$ cat src/rtl/keypad_lock_ctrl_pkg.sv
`default_nettype none
// ============================================================================
// Module      : keypad_lock_ctrl_pkg
// Description : Shared state encoding, key codes and display images for the
//               keypad lock controller and its dwell timer.
// Revision    : 1.0 - initial release
// ============================================================================
package keypad_lock_ctrl_pkg;

    typedef enum logic [2:0] {
        ST_IDLE    = 3'd0,
        ST_ENTRY   = 3'd1,
        ST_CHECK   = 3'd2,
        ST_OPEN    = 3'd3,
        ST_FAIL    = 3'd4,
        ST_LOCKOUT = 3'd5
    } lock_state_t;

    localparam logic [3:0]  KEY_STAR   = 4'hA;
    localparam logic [3:0]  KEY_HASH   = 4'hB;
    localparam logic [3:0]  NIB_BLANK  = 4'hF;

    localparam logic [23:0] DISP_BLANK = 24'hFFFFFF;
    localparam logic [23:0] DISP_ALARM = 24'hAAAAAA;

    function automatic logic is_digit(input logic [3:0] k);
        return (k <= 4'd9);
    endfunction

endpackage
`default_nettype wire

$ cat src/rtl/keypad_lock_ctrl_timer.sv
`default_nettype none
// ============================================================================
// Module      : lock_dwell_timer
// Description : Tick counter with synchronous clear and terminal-count detect
//               against a selectable limit.
// Ports       : clk, rst (async active-low), clear, tick, limit -> expire
//               expire is high in the cycle whose tick completes `limit` ticks.
// Revision    : 1.0 - initial release
// ============================================================================
module lock_dwell_timer #(
    parameter int WIDTH = 9
) (
    input  logic             clk,
    input  logic             rst,
    input  logic             clear,
    input  logic             tick,
    input  logic [WIDTH-1:0] limit,
    output logic             expire
);

    logic [WIDTH-1:0] count;

    always_ff @(posedge clk or negedge rst) begin
        if (!rst) begin
            count <= '0;
        end else if (clear) begin
            count <= '0;
        end else if (tick) begin
            count <= count + WIDTH'(1);
        end
    end

    // Flag the tick that would bring the count up to the limit, so the owner
    // can leave its state on that same edge.
    assign expire = tick && !clear && (count == (limit - WIDTH'(1)));

endmodule
`default_nettype wire

$ cat src/rtl/keypad_lock_ctrl.sv
`default_nettype none
// ============================================================================
// Module      : keypad_lock_ctrl
// Description : PIN entry sequencer. Collects DIGITS key digits, checks them
//               against CODE, drives unlock/alarm and owns the 6-nibble
//               display image.
// Ports       : clk, rst (async active-low), tick, key_valid, key_code[3:0]
//               -> display_code[23:0], unlock, alarm, fail_cnt[2:0], state[2:0]
// Revision    : 1.0 - initial release
// ============================================================================
module keypad_lock_ctrl
    import keypad_lock_ctrl_pkg::*;
#(
    parameter int          DIGITS     = 4,
    parameter logic [23:0] CODE       = 24'h001234,
    parameter int          MAX_FAIL   = 3,
    parameter int          OPEN_TICKS = 64,
    parameter int          FAIL_TICKS = 16,
    parameter int          LOCK_TICKS = 256
) (
    input  logic        clk,
    input  logic        rst,
    input  logic        tick,
    input  logic        key_valid,
    input  logic [3:0]  key_code,
    output logic [23:0] display_code,
    output logic        unlock,
    output logic        alarm,
    output logic [2:0]  fail_cnt,
    output logic [2:0]  state
);

    localparam int MAX_T = (OPEN_TICKS > FAIL_TICKS)
                         ? ((OPEN_TICKS > LOCK_TICKS) ? OPEN_TICKS : LOCK_TICKS)
                         : ((FAIL_TICKS > LOCK_TICKS) ? FAIL_TICKS : LOCK_TICKS);
    localparam int TW    = $clog2(MAX_T) + 1;

    lock_state_t    cur_state;
    logic [2:0]     digit_cnt;
    logic [TW-1:0]  timer_limit;
    logic           timer_clear;
    logic           timer_expire;
    logic           code_match;
    logic [2:0]     fail_inc;

    // The timer is held clear outside the timed states; every timed state is
    // entered from CHECK, so the count always starts from zero on entry.
    always_comb begin
        timer_clear = !((cur_state == ST_OPEN) || (cur_state == ST_FAIL) ||
                        (cur_state == ST_LOCKOUT));
        case (cur_state)
            ST_OPEN: timer_limit = TW'(OPEN_TICKS);
            ST_FAIL: timer_limit = TW'(FAIL_TICKS);
            default: timer_limit = TW'(LOCK_TICKS);
        endcase
    end

    lock_dwell_timer #(
        .WIDTH (TW)
    ) u_timer (
        .clk    (clk),
        .rst    (rst),
        .clear  (timer_clear),
        .tick   (tick),
        .limit  (timer_limit),
        .expire (timer_expire)
    );

    // The entered digits live in the low nibbles of the display image.
    assign code_match = (digit_cnt == 3'(DIGITS)) &&
                        (display_code[DIGITS*4-1:0] == CODE[DIGITS*4-1:0]);
    assign fail_inc   = (fail_cnt == 3'd7) ? 3'd7 : (fail_cnt + 3'd1);
    assign state      = cur_state;

    always_ff @(posedge clk or negedge rst) begin
        if (!rst) begin
            cur_state    <= ST_IDLE;
            display_code <= DISP_BLANK;
            unlock       <= 1'b0;
            alarm        <= 1'b0;
            fail_cnt     <= 3'd0;
            digit_cnt    <= 3'd0;
        end else begin
            case (cur_state)
                ST_IDLE: begin
                    if (key_valid && is_digit(key_code)) begin
                        display_code <= {{5{NIB_BLANK}}, key_code};
                        digit_cnt    <= 3'd1;
                        cur_state    <= ST_ENTRY;
                    end
                end
                ST_ENTRY: begin
                    if (key_valid) begin
                        if (is_digit(key_code)) begin
                            // Digits beyond the PIN length are dropped.
                            if (digit_cnt < 3'(DIGITS)) begin
                                display_code <= {display_code[19:0], key_code};
                                digit_cnt    <= digit_cnt + 3'd1;
                            end
                        end else if (key_code == KEY_STAR) begin
                            display_code <= DISP_BLANK;
                            digit_cnt    <= 3'd0;
                            cur_state    <= ST_IDLE;
                        end else if (key_code == KEY_HASH) begin
                            cur_state    <= ST_CHECK;
                        end
                    end
                end
                ST_CHECK: begin
                    digit_cnt <= 3'd0;
                    if (code_match) begin
                        fail_cnt     <= 3'd0;
                        display_code <= DISP_BLANK;
                        unlock       <= 1'b1;
                        cur_state    <= ST_OPEN;
                    end else begin
                        fail_cnt <= fail_inc;
                        if (fail_inc >= 3'(MAX_FAIL)) begin
                            display_code <= DISP_ALARM;
                            alarm        <= 1'b1;
                            cur_state    <= ST_LOCKOUT;
                        end else begin
                            display_code <= {{5{NIB_BLANK}}, 1'b0, fail_inc};
                            cur_state    <= ST_FAIL;
                        end
                    end
                end
                ST_OPEN: begin
                    // A relock and an expiring tick lead to the same place.
                    if ((key_valid && (key_code == KEY_HASH)) || timer_expire) begin
                        unlock    <= 1'b0;
                        cur_state <= ST_IDLE;
                    end
                end
                ST_FAIL: begin
                    if (timer_expire) begin
                        display_code <= DISP_BLANK;
                        cur_state    <= ST_IDLE;
                    end
                end
                ST_LOCKOUT: begin
                    if (timer_expire) begin
                        fail_cnt     <= 3'd0;
                        display_code <= DISP_BLANK;
                        alarm        <= 1'b0;
                        cur_state    <= ST_IDLE;
                    end
                end
                default: begin
                    display_code <= DISP_BLANK;
                    unlock       <= 1'b0;
                    alarm        <= 1'b0;
                    digit_cnt    <= 3'd0;
                    cur_state    <= ST_IDLE;
                end
            endcase
        end
    end

endmodule
`default_nettype wire
$ cat config.mk
export PLATFORM = sky130hd
export DESIGN_NAME = keypad_lock_ctrl
export DESIGN_NICKNAME = d
export VERILOG_FILES = /design/src/rtl/keypad_lock_ctrl_pkg.sv /design/src/rtl/keypad_lock_ctrl_timer.sv /design/src/rtl/keypad_lock_ctrl.sv
export SDC_FILE = /design/constraint.sdc
export NUM_CORES = 1
export LEC_CHECK = 0
export CAP_MARGIN = 40
export CELL_PAD_IN_SITES_DETAIL_PLACEMENT = 0
export CELL_PAD_IN_SITES_GLOBAL_PLACEMENT = 1
export CORE_MARGIN = 3
export CORE_UTILIZATION = 45
export CTS_BUF_LIST = sky130_fd_sc_hd__clkbuf_16
export CTS_CLUSTER_SIZE = 25
export DETAILED_ROUTE_END_ITERATION = 10
export GPL_TIMING_DRIVEN = 0
export PLACE_DENSITY_LB_ADDON = 0.1
export SETUP_SLACK_MARGIN = 0.3
export SYNTH_ARGS = -nofsm -noshare
export SYNTH_HDL_FRONTEND = slang
export SYNTH_HIERARCHICAL = 1
export SYNTH_SLANG_ARGS = --single-unit
$ cat constraint.sdc
create_clock -name clk -period 5.7 [get_ports clk]
set_input_delay 1.14 -clock clk [delete_from_list [all_inputs] [get_ports clk]]
set_output_delay 1.14 -clock clk [all_outputs]
set_load 0.02 [all_outputs]
== After elaboration in Yosys (flattened, before gate mapping) ==
Cells that the tools add are included.
Word-level totals
  logic and storage cells: 99
  output and inout port bits: 32
  flip-flop bits (word level): 44
  bits of input ports: 8
Cells by class
  bitwise operators: 4
  multiplexer cells: 37
  reduce and logical (&&, ||, !) cells: 20
  order comparisons: 3
  equal/unequal tests: 24
  add/subtract/negate cells: 4
Operators with widths (count)
  2-to-1 mux 24 bit: 6
  case mux 24 bit (5 select lines): 1
  2-to-1 mux 23 bit: 2
  2-to-1 mux 3 bit: 14
  2-to-1 mux 9 bit: 2
  case mux 9 bit (2 select lines): 1
  equality test 16 x 13 -> 1 bit, second input constant: 1
  != test 2 bit, second input constant: 8
  case mux 3 bit (5 select lines): 1
  equality test 3 bit, second input constant: 4
  AND reduction 6 bit: 2
  adder 9 x 1 -> 9 bit, second input constant: 1
  equality test 9 bit: 1
  != test 3 bit, second input constant: 3
  case mux 3 bit (3 select lines): 1
  subtractor 9 x 1 -> 9 bit, second input constant: 1
  equality test 4 bit, second input constant: 2
  OR reduction 4 bit: 2
  adder 3 x 1 -> 3 bit, second input constant: 2
  equality test 3 x 2 -> 1 bit, second input constant: 2
  2-to-1 mux 1 bit: 6
  case mux 1 bit (3 select lines): 2
  case mux 3 bit (2 select lines): 1
  logical AND 1 bit: 5
  15 further kinds: 21

== Logic depth before layout (Yosys ltp) ==
Gate-level depths: netlist (run 1).
  word-level depth: 8
  mapped depth: 15
  gate-level depth less buffers: 12

== By module ==
The synthesis (run 1) kept the hierarchy.
By module, submodules not included
  keypad_lock_ctrl: seq. area each 905.9 µm², area each 2147.1 µm², cells an instance 232, instances 1
  lock_dwell_timer: seq. area each 225.2 µm², area each 703.2 µm², cells an instance 78, instances 1

== Worst setup path after synthesis (run 1) ==
Ideal clock, no wire load.
  kind: register -> register
  from: reg cur_state[0], in the netlist state[0]
  to: reg display_code[11]
  data arrival time: 3.203 ns
  buffers on the path: 4
  setup time: 0.075 ns
  cell stages (with the launch flop): 14
  period minus slack after synthesis: 3.277 ns
  data required time: 5.625 ns
  slack: 2.423 ns
  path through: dfrtp_1 clkbuf_1 and3b_1 nor2_1 clkbuf_1 nand4b_1 or4_4 a2111oi_2 inv_1 nand2_1 and4_4 buf_6 buf_6 mux2i_1
On the way
  word-level cells in the longest chain between the ends: 7
  elaborated cells between the ends (all ways): 22
  classes of those cells: 1 x add/sub; 11 x eq/ne; 2 x mux; 1 x bitwise; 7 x reduce/logical
RTL lines
  start, declared: RTL line keypad_lock_ctrl.sv:38  | lock_state_t cur_state;
  start signal, assigned: RTL line keypad_lock_ctrl.sv:77  | cur_state <= ST_IDLE;
  start signal, assigned: RTL line keypad_lock_ctrl.sv:89  | cur_state <= ST_ENTRY;
  start signal, assigned: RTL line keypad_lock_ctrl.sv:103  | cur_state <= ST_IDLE;
  equality test 3 bit or equality test 3 x 2 -> 1 bit (tied branches): RTL line keypad_lock_ctrl.sv:51  | case (cur_state)
  case mux 9 bit (2 select lines) (*): RTL line keypad_lock_ctrl.sv:51
  via timer_limit[6]: RTL line keypad_lock_ctrl.sv:40  | logic [TW-1:0] timer_limit;
  subtractor 9 x 1 -> 9 bit (*): RTL line keypad_lock_ctrl_timer.sv:35  | assign expire = tick && !clear && (count == (limit - WIDTH'(1)));
  equality test 9 bit (*): RTL line keypad_lock_ctrl_timer.sv:35
  logical AND 1 bit (*): RTL line keypad_lock_ctrl_timer.sv:35
  via timer_expire: RTL line keypad_lock_ctrl.sv:42  | logic timer_expire;
  != test 2 x 1 -> 1 bit (no line) (*)
  AND reduction 6 bit (no line) (*)
  end signal, assigned: RTL line keypad_lock_ctrl.sv:87  | display_code <= {{5{NIB_BLANK}}, key_code};
  end signal, assigned: RTL line keypad_lock_ctrl.sv:97  | display_code <= {display_code[19:0], key_code};
  end signal, assigned: RTL line keypad_lock_ctrl.sv:123  | display_code <= {{5{NIB_BLANK}}, 1'b0, fail_inc};
  end, declared: RTL line keypad_lock_ctrl.sv:26  | output logic [23:0] display_code,
Mark *: on every way through the listed nets, which the timed path passes. The rest lies on a longest branch.
A chain may end at the register's enable or synchronous reset.

== Worst setup path in the final report (run 1) ==
  from: reg cur_state[0], in the netlist state[0]
  to: reg display_code[4]
The elaborated chain is that of the path after synthesis.

==> results of run 1 <==
synthesized netlist by cell type, drive strengths merged (11+ instances only):
cell,number,area (µm²)
dfstp,24,630.6
a41oi,15,131.4
inv,22,82.58
nand2,13,48.80
dfrtp,20,500.5
a31oi,14,87.58
clkbuf,14,52.55
nor2,28,105.1
xor2,11,96.34
nor3,17,85.08
o21a,12,90.09
mux2i,12,120.1
path summary, 6_finish.rpt:
kind                                  start  depth (start not counted)                to
setup / recovery                   state[0]                         12   display_code[4]
hold / removal             display_code[21]                          2  display_code[21]
setup reg to reg                   state[0]                         12   display_code[4]
hold reg to reg            display_code[21]                          2  display_code[21]
max in group asynchronous               rst                          2  display_code[11]
min in group asynchronous               rst                          1          state[2]
power groups by stage:
stage	clock (mW)	sequential (mW)	combinational, mW
2_1_floorplan	0	0.574	0.320
3_3_place_gp	0	0.536	0.575
3_5_place_dp	0	0.534	0.582
4_1_cts	0.287	0.531	0.588
5_1_grt	0.300	0.546	0.643
6_report	0.279	0.529	0.587
cells by family (layout without fill, tap and decap cells):
family | after synthesis | in the layout | synth area share [%]
DFF | 44 | 44 | 39.68
adders and majority gates | 5 | 5 | 2.195
other | 1 | 25 | 0.1316
buffers and inverters | 41 | 88 | 6.277
and+or+nand+nor | 112 | 112 | 21.69
AOI/OAI and AO/OA | 74 | 74 | 19.36
muxes | 12 | 12 | 4.214
xor gates and xnor gates | 21 | 21 | 6.453
metal layers:
metal | wire length (µm) | share of wire (%) | GRT usage [%]
met5 | 0 | 0 | 0
met4 | 35 | 0.47 | 3.597
met3 | 368 | 4.9 | 3.362
met2 | 3321 | 45 | 32.13
met1 | 3726 | 50 | 31.96
stage by stage:
step	instance area, µm²	cells
after floorplan	2940	334
after global placement	3415	447
after detailed placement	3430	448
after CTS	3573	456
final	3573	456
after global routing	3573	456
final cells by class:
cell class                      instances  area (µm²)
Inverter                               22       82.58
Tap cell                               75       93.84
Multi-Input combinational cell        249        1630
Buffer                                 19       96.34
Timing Repair Buffer                   39       395.4
Clock inverter                          3       18.77
Sequential cell                        44        1131
Clock buffer                            5       125.1
Fill cell                             555        2452
worst register-to-register path, stage by stage (launching register included):
cell	delay (ns)
dfrtp_1	0.42
clkbuf_1	0.37
and3b_1	0.45
nor2_1	0.09
clkbuf_1	0.24
nand4b_1	0.25
or4_4	0.51
a2111oi_2	0.53
inv_1	0.14
nand2_1	0.21
clkbuf_1	0.41
a41oi_1	0.18
a31oi_1	0.20
flip-flops by register name, indices dropped and copies added (netlist names):
| name | count |
|---|---|
| state | 3 |
| unlock | 1 |
| fail_cnt | 3 |
| alarm | 1 |
| digit_cnt | 3 |
| u_timer/count | 9 |
| display_code | 24 |
==> key figures, run 1 <==
Logic synthesis
  • #FFs+latches synth: 44
  • EDFF count, synth: 0
  • Mapped Area: 2850 µm²
  • Register area share after synthesis: 39.68%
  • Top_reg_cell synth: dfstp_2
  • Fraction of registers with async set or reset after synthesis: 100.0%
  • Synth unique cells: 55
  • Mapped Cells: 310
  • Synth warn: 6
  • Mean area per synthesized cell: 9.194 µm²

Critical path
  • CP delay by family, top: simple AND/OR/NAND/NOR gates
  • Most used cell, CP: clkbuf_1
  • Critical path class: reg2reg
  • Critical Path Start Type: register
  • Crit path cell chain: clkbuf_1, and3b_1, nor2_1, clkbuf_1, nand4b_1, or4_4, a2111oi_2, inv_1, nand2_1, clkbuf_1, a41oi_1, a31oi_1
  • Crit path DAT: 4.28 ns
  • CP Capture Type: register
  • Reg-to-reg slack, setup: 1.63 ns
  • CP peak stage delay: 0.53 ns
  • Crit Path Max Fanout: 10
  • Required @ worst endpoint: 5.90 ns
  • Slowest-stage cell, CP: a2111oi_2
  • WP buf/inv: 4

Power and ir drop
  • Pint: 0.8543 mW
  • Combinational Power Share: 42.1%
  • Total power: 1.395 mW
  • Clock power share: 20.0%
  • Pleak: 1.459 nW
  • Switching share of power: 38.77%
  • Power per Cell Area: 390.4 nW/µm²
  • Max VDD drop: 0.2884 mV
  • Sequential group share of total power: 37.9%
  • Switching power: 0.5409 mW

Clocking
  • Maximum clock path buffer count: 2
  • CTS clk-pin slew, worst paths: 0.06 ns
  • Hold buffer count at cts: 0
  • Clock latency at the later pin of the worst-skew pair: 0.28 ns
  • PostCTS Resize Cnt: 0
  • H-tree depth: 2
  • CTS tree: done
  • CTS buffer count: 5
  • Post-CTS Setup Inserts: 0
  • CTS root buf: clkbuf_16
  • CTS sink cnt: 44

Drt
  • Avg WL per Cell: 16.34 µm
  • Final wirelength: 7.452 mm
  • Via/cell ratio: 5.612
  • Drt drc: 0
  • Vias post-DR: 2559
  • Initial DRC count: 254
  • TritonRoute pass-1 iters: 4
  • Post-DRT Antenna Nets: 0

Floorplan
  • Initial core utilization: 47.30%
  • # IOs: 40
  • # rows: 28
  • Die span in x: 85.59 µm
  • Die area: 7325 µm²
  • Die Height: 85.59 µm
  • Core Region: 6026 µm²

Global routing
  • Vias in the first global route: 2502
  • Total GRT Usage: 21.07%
  • Largest net degree at the start of global routing: 32
  • Antenna violations before repair: 0
  • GR Overflow Total: 0
  • Global-route wire length before repair: 12.50 mm

Cells and area
  • Commonest cells after routing, fill and taps aside: clkdlybuf4s50_1 (37), nor2_1 (28), conb_1 (25)
  • Final Util: 59.30%
  • Commonest non-fill, non-tap cell in the layout: clkdlybuf4s50_1
  • Fin nets: 393
  • Layout cell share with drive strength beyond 1: 12.34%
  • Antenna Cells: 0
  • Syn-to-layout area delta: 25.37%

Placement
  • IO buf count: 38
  • Place WS: 1.748 ns
  • GP Congestion: 0.9228
  • Hpwl dp: 5.478 mm

STA
  • TNS Setup: 0 ns
  • Unrepaired setup endpoints after global routing: no
  • Fin worst setup slack: 1.628 ns
  • Slew headroom: 39.01%
  • Hold Slack: 0.4656 ns
  • Final period utilization: 71.43%
  • Slew Viols, Final: 0
  • Fin crit period: 4.072 ns
  • Final Hold Viols: 0
  • Final setup fails: 0
  • Clk_skew: 0.006521 ns
  • Slew @ Worst Pin: 0.9149 ns
  • Peak Freq: 245.6 MHz

Run status
  • Run status: finished clean

Min path
  • Hold Crit Class: reg2reg

Job
  • MaxCap Viol Count: 0
Note: power is estimated with default switching activity, not from simulation.
==> inputs of run 2 (changes only) <==
CORE_UTILIZATION = 42   (was 45)
clock period = 3.75 ns   (was 5.7 ns; I/O delays follow)
==> key figures, run 2 (same netlist as run 1, synthesis figures left out) <==
Power and ir drop
  • Power per Cell Area: 589.7 nW/µm² (+51%)
  • Sequential group share of total power: 38.0% (about the same)
  • Total power: 2.135 mW (+53%)
  • Switching power: 0.8320 mW (+54%)
  • Combinational Power Share: 42.2% (about the same)
  • Pleak: 1.484 nW (+1.7%)
  • Pint: 1.303 mW (+53%)
  • Max VDD drop: 0.3953 mV (+37%)
  • Switching share of power: 38.96% (+0.20 points)
  • Clock power share: 19.8% (-0.2 points)

Critical path
  • End of the critical path: display_code[7]
  • Crit Path Max Fanout: 10 (unchanged)
  • R2R Path End: display_code[7]
  • Required @ worst endpoint: 3.96 ns (-1.94 ns)
  • Worst setup path startpoint: state[2]
  • Critical Path Start Type: register
  • CP Capture Type: register
  • Critical path class: reg2reg
  • R2r startpoint: state[2]
  • Reg-to-reg slack, setup: 0.46 ns (-1.17 ns)
  • R2R depth: 13 (+1)
  • Crit path DAT: 3.51 ns (-0.77 ns)

STA
  • Unrepaired setup endpoints after global routing: no
  • Slew @ Worst Pin: 0.9518 ns (+0.03690 ns)
  • Final Hold Viols: 0 (unchanged)
  • Fin crit period: 3.292 ns (-0.7794 ns)
  • Slew headroom: 36.55% (-2.5 points)
  • Final period utilization: 87.79% (+16 points)
  • Clk_skew: 0.007344 ns (+0.0008225 ns)
  • Final setup fails: 0 (unchanged)
  • Peak Freq: 303.7 MHz (+24%)
  • Slew Viols, Final: 0 (unchanged)

Cells and area
  • Commonest non-fill, non-tap cell in the layout: clkdlybuf4s50_1
  • Register name with the most flops: display_code
  • Cell Count, Final, Fillers Out: 461 (+1.1%)
  • Post-route cell area: 3621 µm² (+1.3%)
  • Layout cell share with drive strength beyond 1: 14.32% (+2.0 points)
  • Antenna Cells: 0 (unchanged)
  • Top flop regs: display_code (24), u_timer/count (9)
  • Commonest cells after routing, fill and taps aside: clkdlybuf4s50_1 (37), nor2_1 (27), conb_1 (25)
  • Largest register FFs: 24 (unchanged)
  • Fin nets: 396 (+0.76%)
  • Number of fill cells: 598 (+7.7%)
  • Syn-to-layout area delta: 27.04%
  • Final Util: 56.06% (-3.2 points)

Global routing
  • Largest net degree at the start of global routing: 34 (+6.3%)
  • Vias in the first global route: 2454 (-1.9%)
  • GR Overflow Total: 0 (unchanged)
  • Antenna violations before repair: 0 (unchanged)
  • Global-route wire length before repair: 12.41 mm (-0.71%)
  • Total GRT Usage: 20.34% (-0.73 points)

Placement
  • Inst Count DP: 450 (+0.45%)
  • Hpwl dp: 5.566 mm (+1.6%)
  • Placed instance area: 3432 µm² (about the same)
  • GP Congestion: 0.8745 (-5.2%)
  • IO buf count: 38 (unchanged)

Floorplan
  • # rows: 29 (+3.6%)
  • Die Height: 88.38 µm (+3.3%)
  • Die span in x: 88.38 µm (+3.3%)
  • Die area: 7811 µm² (+6.6%)
  • # IOs: 40 (unchanged)
  • Initial core utilization: 44.13% (-3.2 points)
  • Core Region: 6459 µm² (+7.2%)

Drt
  • Via/cell ratio: 5.610 (about the same)
  • Vias post-DR: 2586 (+1.1%)
  • Initial DRC count: 172 (-32%)
  • Avg WL per Cell: 16.35 µm (about the same)
  • Final wirelength: 7.539 mm (+1.2%)
  • TritonRoute pass-1 iters: 4 (unchanged)
  • Post-DRT Antenna Nets: 0 (unchanged)
  • Drt drc: 0 (unchanged)

Clocking
  • CTS buffer count: 5 (unchanged)
  • Maximum clock path buffer count: 2 (unchanged)
  • CTS sink cnt: 44 (unchanged)
  • Clock latency at the later pin of the worst-skew pair: 0.29 ns (about the same)
  • H-tree depth: 2 (unchanged)
  • CTS clk-pin slew, worst paths: 0.07 ns (about the same)
  • CTS root buf: clkbuf_16
  • CTS tree: done

Min path
  • Hold Crit Class: in2async

Job
  • MaxCap Viol Count: 0 (unchanged)

Run status
  • Run status: finished clean
## run 2: cell types whose count changed in the layout (fill, tap and decap cells not counted), sizes merged
| cell | delta |
|---|---|
| clkinv | -2 |
| buf | +3 |
| inv | +1 |
| clkinvlp | +1 |
## run 2: worst min path at each step
| stage | end | cells after the start |
|---|---|---|
| 3_5_place_dp | display_code[23] | 2 |
| 4_1_cts | state[0] | 1 |
| 5_1_grt | state[0] | 1 |
| 2_1_floorplan | alarm | 0 |
| 6_report | alarm | 1 |
| 3_3_place_gp | display_code[23] | 2 |
## run 2: critical path: stages, from the launching register on
cell and delay, ns:
dfrtp_2 0.45, clkbuf_4 0.20, and3b_2 0.27, nor2_1 0.05, clkbuf_2 0.20, nand4b_1 0.21, or4_4 0.52, a2111oi_4 0.26
inv_1 0.10, nand2_1 0.18, and4_4 0.25, buf_6 0.14, buf_6 0.17, mux2i_1 0.21
## run 2: repair_timing
| item | 4_1_cts | 5_1_grt |
|---|---|---|
| gates resized for setup | 4 | 7 |
| pin swaps | 1 | 0 |
| hold buffers | 0 | 0 |
| setup buffers | 1 | 2 |
| endpoints found under the setup margin | 28 | 20 |
## run 2: area by class of cell
type	instances	area (µm²)	share of cell area [%]
plain buffers	19	102.6	2.833
repair buffers	42	417.9	11.54
well taps	77	96.34	2.661
multi-input cells	249	1649	45.54
inverters	22	82.58	2.281
flip-flops and latches	44	1132	31.27
clock inverters	3	15.01	0.4147
clock buffers	5	125.1	3.455
## run 2: metal layers
metal  GRT usage, %  share of wire [%]  vias up
met5              0                  0        -
met4          4.533               0.76        0
met3          3.445                5.9        6
met2          30.12                 45       82
met1          31.05                 49     1237
li1               -                  -     1261
## run 2: power groups by stage
stage | Sequential (mW) | Combinational [mW] | Clock [mW]
final | 0.812 | 0.901 | 0.422
after global routing | 0.836 | 0.990 | 0.451
after CTS | 0.813 | 0.896 | 0.432
after detailed placement | 0.817 | 0.884 | 0
after global placement | 0.815 | 0.879 | 0
after floorplan | 0.872 | 0.486 | 0
## run 2: per-stage QoR
stage          setup TNS [ns]  worst slack (ns)  hold WS (ns)
2_1_floorplan               0            0.4726        0.4544
3_3_place_gp           -3.080           -0.1741        0.4539
3_5_place_dp           -2.116           -0.1358        0.4541
4_1_cts                     0            0.3578        0.3526
5_1_grt                     0            0.2859        0.3630
6_report                    0            0.4577        0.3454
